File: src/rtl/player_phase.sv
// player_phase: responder for the game-state phase handshake.
// Runs the action-selection phase when state_in matches PHASE_CODE. The cursor
// moves over a row of action boxes and a confirm animation plays before the
// block reports completion. The menu is rendered as a registered RGB444 stream.
// Optional feature: define PLAYER_PHASE_TIMEOUT_EN to auto-confirm in SELECT
// after TIMEOUT_FRAMES frame starts with no rotate/confirm activity.
module player_phase #(
    parameter logic [3:0]  PHASE_CODE     = 4'b0001,
    parameter int unsigned NUM_OPTIONS    = 4,
    parameter int unsigned ANIM_FRAMES    = 30,
    parameter int unsigned TIMEOUT_FRAMES = 600,
    parameter int unsigned BOX_X0         = 128,
    parameter int unsigned BOX_Y          = 600,
    parameter int unsigned BOX_W          = 160,
    parameter int unsigned BOX_H          = 96,
    parameter int unsigned BOX_GAP        = 32
) (
    input  logic        clk,
    input  logic        rst,
    input  logic [10:0] hcount_in,
    input  logic [9:0]  vcount_in,
    input  logic [3:0]  state_in,
    input  logic [3:0]  turn_in,
    input  logic [1:0]  rotate_in,
    input  logic        confirm_in,
    output logic        busy_out,
    output logic        finished_out,
    output logic [2:0]  action_out,
    output logic [11:0] pixel_out
);

    localparam int unsigned PITCH   = BOX_W + BOX_GAP;
    localparam int unsigned CNT_MAX = (ANIM_FRAMES > TIMEOUT_FRAMES) ? ANIM_FRAMES : TIMEOUT_FRAMES;
    localparam int unsigned CNT_W   = ($clog2(CNT_MAX + 1) < 3) ? 3 : $clog2(CNT_MAX + 1);
    localparam logic [2:0]  LAST    = 3'(NUM_OPTIONS - 1);

    typedef enum logic [1:0] {
        S_IDLE,
        S_SELECT,
        S_ANIM,
        S_DONE
    } state_t;

    state_t             state_q;
    logic [3:0]         prev_code_q;
    logic [2:0]         cursor_q;
    logic               turn0_q;
    logic [CNT_W-1:0]   cnt_q;
    logic               busy_q;
    logic               finished_q;
    logic [2:0]         action_q;
    logic [11:0]        pixel_q;
    logic [11:0]        pixel_d;

    logic               phase_on;
    logic               start;
    logic               frame_start;
    logic               timeout_hit;
    logic               take;
    logic               unused_turn;

    assign phase_on    = (state_in == PHASE_CODE);
    assign start       = phase_on && (prev_code_q != PHASE_CODE);
    assign frame_start = (hcount_in == '0) && (vcount_in == '0);
    assign unused_turn = ^turn_in[3:1];

`ifdef PLAYER_PHASE_TIMEOUT_EN
    localparam logic [CNT_W-1:0] TO_LAST = CNT_W'(TIMEOUT_FRAMES - 1);
    logic rot_pulse;
    assign rot_pulse   = (rotate_in == 2'b01) || (rotate_in == 2'b10);
    assign timeout_hit = frame_start && !rot_pulse && !confirm_in && (cnt_q == TO_LAST);
`else
    assign timeout_hit = 1'b0;
`endif

    // A timeout is handled exactly like a confirm strobe with the current cursor.
    assign take = confirm_in || timeout_hit;

    // Phase state machine with registered handshake outputs.
    always_ff @(posedge clk or negedge rst) begin
        if (!rst) begin
            state_q     <= S_IDLE;
            prev_code_q <= 4'b0000;
            cursor_q    <= '0;
            turn0_q     <= 1'b0;
            cnt_q       <= '0;
            busy_q      <= 1'b0;
            finished_q  <= 1'b0;
            action_q    <= '0;
        end else begin
            prev_code_q <= state_in;
            finished_q  <= 1'b0;
            case (state_q)
                S_IDLE: begin
                    if (start) begin
                        state_q  <= S_SELECT;
                        cursor_q <= '0;
                        turn0_q  <= turn_in[0];
                        cnt_q    <= '0;
                        busy_q   <= 1'b1;
                    end
                end
                S_SELECT: begin
                    if (!phase_on) begin
                        state_q <= S_IDLE;
                        busy_q  <= 1'b0;
                    end else if (take) begin
                        action_q <= cursor_q;
                        cnt_q    <= '0;
                        state_q  <= S_ANIM;
                    end else begin
                        if (rotate_in == 2'b01) begin
                            cursor_q <= (cursor_q == LAST) ? 3'd0 : cursor_q + 3'd1;
                        end else if (rotate_in == 2'b10) begin
                            cursor_q <= (cursor_q == 3'd0) ? LAST : cursor_q - 3'd1;
                        end
`ifdef PLAYER_PHASE_TIMEOUT_EN
                        if (rot_pulse) begin
                            cnt_q <= '0;
                        end else if (frame_start) begin
                            cnt_q <= cnt_q + 1'b1;
                        end
`endif
                    end
                end
                S_ANIM: begin
                    if (!phase_on) begin
                        state_q <= S_IDLE;
                        busy_q  <= 1'b0;
                    end else if (frame_start) begin
                        if (cnt_q == CNT_W'(ANIM_FRAMES - 1)) begin
                            state_q    <= S_DONE;
                            busy_q     <= 1'b0;
                            finished_q <= 1'b1;
                        end else begin
                            cnt_q <= cnt_q + 1'b1;
                        end
                    end
                end
                default: begin
                    state_q <= S_IDLE;
                end
            endcase
        end
    end

    logic        in_row;
    logic        hit;
    logic [2:0]  hit_idx;
    logic [15:0] left;
    logic [11:0] highlight;

    // Box hit test against the current scan position and colour selection.
    always_comb begin
        in_row  = ({6'd0, vcount_in} >= 16'(BOX_Y)) && ({6'd0, vcount_in} < 16'(BOX_Y + BOX_H));
        hit     = 1'b0;
        hit_idx = '0;
        left    = '0;
        for (int unsigned i = 0; i < NUM_OPTIONS; i++) begin
            left = 16'(BOX_X0 + i * PITCH);
            if (({5'd0, hcount_in} >= left) && ({5'd0, hcount_in} < left + 16'(BOX_W))) begin
                hit     = 1'b1;
                hit_idx = 3'(i);
            end
        end
        hit       = hit && in_row;
        highlight = turn0_q ? 12'h0FF : 12'hFF0;
        pixel_d   = '0;
        if (hit) begin
            case (state_q)
                S_SELECT: pixel_d = (hit_idx == cursor_q) ? highlight : 12'h888;
                S_ANIM:   pixel_d = (hit_idx == action_q) ? (cnt_q[2] ? 12'h888 : highlight) : 12'h444;
                default:  pixel_d = '0;
            endcase
        end
    end

    // One-cycle pixel pipeline register.
    always_ff @(posedge clk or negedge rst) begin
        if (!rst) begin
            pixel_q <= '0;
        end else begin
            pixel_q <= pixel_d;
        end
    end

    assign busy_out     = busy_q;
    assign finished_out = finished_q;
    assign action_out   = action_q;
    assign pixel_out    = pixel_q;

endmodule

File: config.mk
export PLATFORM = sky130hd
export DESIGN_NAME = player_phase
export DESIGN_NICKNAME = d
export VERILOG_FILES = /design/src/rtl/player_phase.sv
export SDC_FILE = /design/constraint.sdc
export NUM_CORES = 1
export LEC_CHECK = 0
export CAP_MARGIN = 10
export CORE_MARGIN = 5
export CORE_UTILIZATION = 56
export CTS_BUF_LIST = sky130_fd_sc_hd__clkbuf_8
export DETAILED_ROUTE_END_ITERATION = 10
export MAX_ROUTING_LAYER = met4
export PLACE_DENSITY_LB_ADDON = 0.3
export REMOVE_ABC_BUFFERS = 1
export SYNTH_ARGS = -nofsm -noshare
export SYNTH_HDL_FRONTEND = slang
export SYNTH_SLANG_ARGS = --single-unit
File: constraint.sdc
create_clock -name clk -period 3.1 [get_ports clk]
set_clock_uncertainty 0.15 [all_clocks]
set_input_delay 0.465 -clock clk [delete_from_list [all_inputs] [get_ports clk]]
set_output_delay 0.465 -clock clk [all_outputs]
set_load 0.005 [all_outputs]
==> key figures <==
Clock tree
  – Post CTS Setup Buffer Count: 0
  – CTS root buf: clkbuf_8
  – Post-CTS sizing: 0
  – Reg clk slew, reported paths: 0.07 ns
  – H-tree levels: 2
  – Clock Latency Late Sink: approximately 0.28 ns
  – CTS tree: yes
  – Buffer depth of the longest clock path: 2
  – Cts-stage hold buffer count: 0
  – Clk sinks: 34
  – Total CTS buffers: 5

STA
  – # setup viols final: 0
  – Setup_tns: 0 ns
  – Final period util: approximately 82%
  – Hold Fails Final Rpt: 0
  – Final min period: around 2.5 ns
  – Actual slew at the worst max-slew pin: around 0.52 ns
  – Max Freq: just under 400 MHz
  – Pins Over Slew Limit: 0
  – RSZ-0062 raised after global routing: false
  – Max_slew headroom: between 60 and 70%

Global route
  – Largest net degree at the start of global routing: 35
  – GRT overflow: 0
  – First-pass GRT wire length: around 7.8 mm
  – Number of global-route vias before repair: ~1,700
  – GRT Util Overall: between 15 and 20%
  – Initial antenna violation count: 0

Worst setup path
  – Crit Path Max Fanout: 7
  – Launching point of the worst reg2reg path: cnt_q[2]
  – Crit path launch type: input port
  – Crit path launch: state_in[1]
  – Crit path kind: input port to flip-flop
  – Worst EP required: 3.12 ns
  – Critical Path Sink Type: flip-flop
  – WP data arrival: around 2.6 ns

Floorplanning
  – Die area: 0.00524 mm²
  – Die width: 72.4 µm
  – Die height: slightly above 70 µm
  – Starting Density: between 50% and 60%
  – Core area: between 0.003 and 0.004 mm²
  – Rows: 22
  – Ports: between 50 and 60

Cells and area
  – Sequential cell area: between 800 and 900 µm²
  – Total Nets Final: about 320
  – Antenna fix cells: 0
  – Fin util: around 74%
  – Area grow syn2layout: 25.3%
  – Share of layout cells above drive strength 1: around an eighth
  – Multi-input gate area: between 0.001 and 0.0015 mm²
  – Final Cell Area: 0.00274 mm²
  – # fillers: 297

Route
  – First-pass DRT Iterations: 5
  – # DRC: 0
  – Post-DRT Antenna Nets: 0
  – DR vias/cell: between 5 and 6
  – WL/cell: around 15 µm
  – Vias: ~1,800
  – Drt total wl: about 4.7 mm
  – Initial detailed-routing violation count: between 100 and 150

Yosys
  – Top FF cell, synth: dfrtp_1
  – Ys async rst share: 100%
  – Synth unique cells: 55
  – Yosys warning total: 0
  – Top cell type's share of synthesized area: roughly two fifths
  – Top cell type by total area after synthesis: dfrtp_1
  – Mapped Avg Cell Area: slightly below 10 µm²
  – Synth area leaders: dfrtp_1, ha_1, xor2_1
  – Post-synth EDFFs: 0
  – Synth Instances: approximately 230
  – Seq/Total Area, Yosys: around 40%
  – Post-Syn Area: 0.00218 mm²
  – Flops & latches, synth: 34

Power
  – Total net switching power: slightly above 0.5 mW
  – Maximum VDD drop: around 530 µV
  – Sw Ratio: between 30% and 40%
  – Leak: 1.14 nW
  – PD cells: between 500 and 600 mW/mm²
  – Reg power frac: between 40% and 50%
  – Total power: between 1 and 1.5 mW
  – Clock network fraction of total power: a little over a fifth
  – Int Pwr: between 0.8 and 0.9 mW
  – Comb pwr share: a little under two fifths

Hold path
  – Hold WC Path Type: flip-flop to flip-flop
  – Hold path startpoint: action_out[1]

Placement
  – Post-DP HPWL: 3.70 mm
  – Post-placement cell area: roughly 0.0027 mm²
  – Quantity of I/O buffers inserted on ports: 47
  – Final Wtd Congestion: roughly 0.85

Run
  – Maxcap violations: 0

Run status
  – Status: completed
==> cells in the final DEF (no fill, tap or decap), types with 4 or more instances in the layout <==
master           count
clkdlybuf4s50_1     47
dfrtp_1             34
nand2_1             19
nor2_1              16
xor2_1              11
o21ai_0             11
inv_1               10
ha_1                10
a21oi_1              9
nand4_1              7
nand2b_1             7
and2_1               6
nand3_1              6
nor2_2               5
clkbuf_8             5
and3_1               4
nor3_1               4
nor4_1               4
==> flip-flops by register name, summed over array words and instances, names as in the netlist <==
name	flops
cnt_q	10
pixel_out	9
prev_code_q	4
action_out	3
cursor_q	3
state_q	2
busy_out	1
finished_out	1
turn0_q	1
==> worst max-delay path: stages <==
cell and delay, ns:
clkdlybuf4s50_1 0.48, or4b_4 0.61, o41ai_4 0.56, nand4_1 0.20, xor2_1 0.19, nor2_2 0.04
==> cells by family (layout without fill, tap and decap cells) <==
family | after synthesis | in the layout | synth area share (%)
AND/OR/NAND/NOR | 100 | 100 | 27.5
AO/OA/AOI/OAI | 44 | 44 | 15.3
flip-flops | 34 | 34 | 39.0
buffers and inverters | 21 | 67 | 5.33
XOR/XNOR | 13 | 13 | 5.22
adder cells (fa/ha/maj) | 10 | 10 | 5.73
multiplexers | 4 | 4 | 1.95
==> per-stage QoR <==
stage	cells	setup slack (ns)	hold WS, ns
2_1_floorplan	215	0.662	0.0194
3_3_place_gp	313	0.323	0.347
3_5_place_dp	313	0.278	0.368
4_1_cts	320	0.577	0.383
5_1_grt	320	0.393	0.400
6_report	320	0.559	0.376
==> path summary, 6_finish.rpt <==
path                                       to  slack [ns]  cells past startpoint
worst max-delay path                 cnt_q[7]        0.56                      6
worst min-delay path            action_out[1]        0.38                      2
worst max register to register       cnt_q[7]        0.87                      6
worst min register to register  action_out[1]        0.38                      2
max in group asynchronous        pixel_out[5]        2.04                      2
min in group asynchronous             turn0_q        0.45                      2
==> cell usage after synthesis, types with 4 or more instances <==
cell type and instances:
o21ai_0 11, nand4_1 7, nor2_1 16, dfrtp_1 34
and2_1 6, nand3_1 6, inv_1 10, nor3_1 4
xor2_1 11, nor2_2 5, nor4_1 4, a21oi_1 9
and3_1 4, nand2_1 19, ha_1 10, nand2b_1 7
==> cell type report <==
class,count,area share (%)
clock buffer,5,2.52
clock inverter,2,0.366
inverter,10,1.37
multi-input combinational,171,44.4
sequential,34,31.1
tap,48,2.20
timing repair buffer,50,18.0
==> layer usage <==
layer	GRT usage, %	wire (µm)	up-vias
li1	-	-	904
met1	25.4	2190	856
met2	31.0	2220	44
met3	3.88	202	13
met4	4.71	85	0
met5	-	0	-
==> power by group through the flow <==
| stage | Clock, mW | Sequential [mW] | Combinational, mW |
|---|---|---|---|
| after floorplan | 0 | 0.544 | 0.331 |
| after global placement | 0 | 0.554 | 0.508 |
| after detailed placement | 0 | 0.560 | 0.521 |
| after CTS | 0.301 | 0.551 | 0.524 |
| after global routing | 0.321 | 0.560 | 0.590 |
| final | 0.298 | 0.553 | 0.527 |
Note: power is estimated with default switching activity, not from simulation.
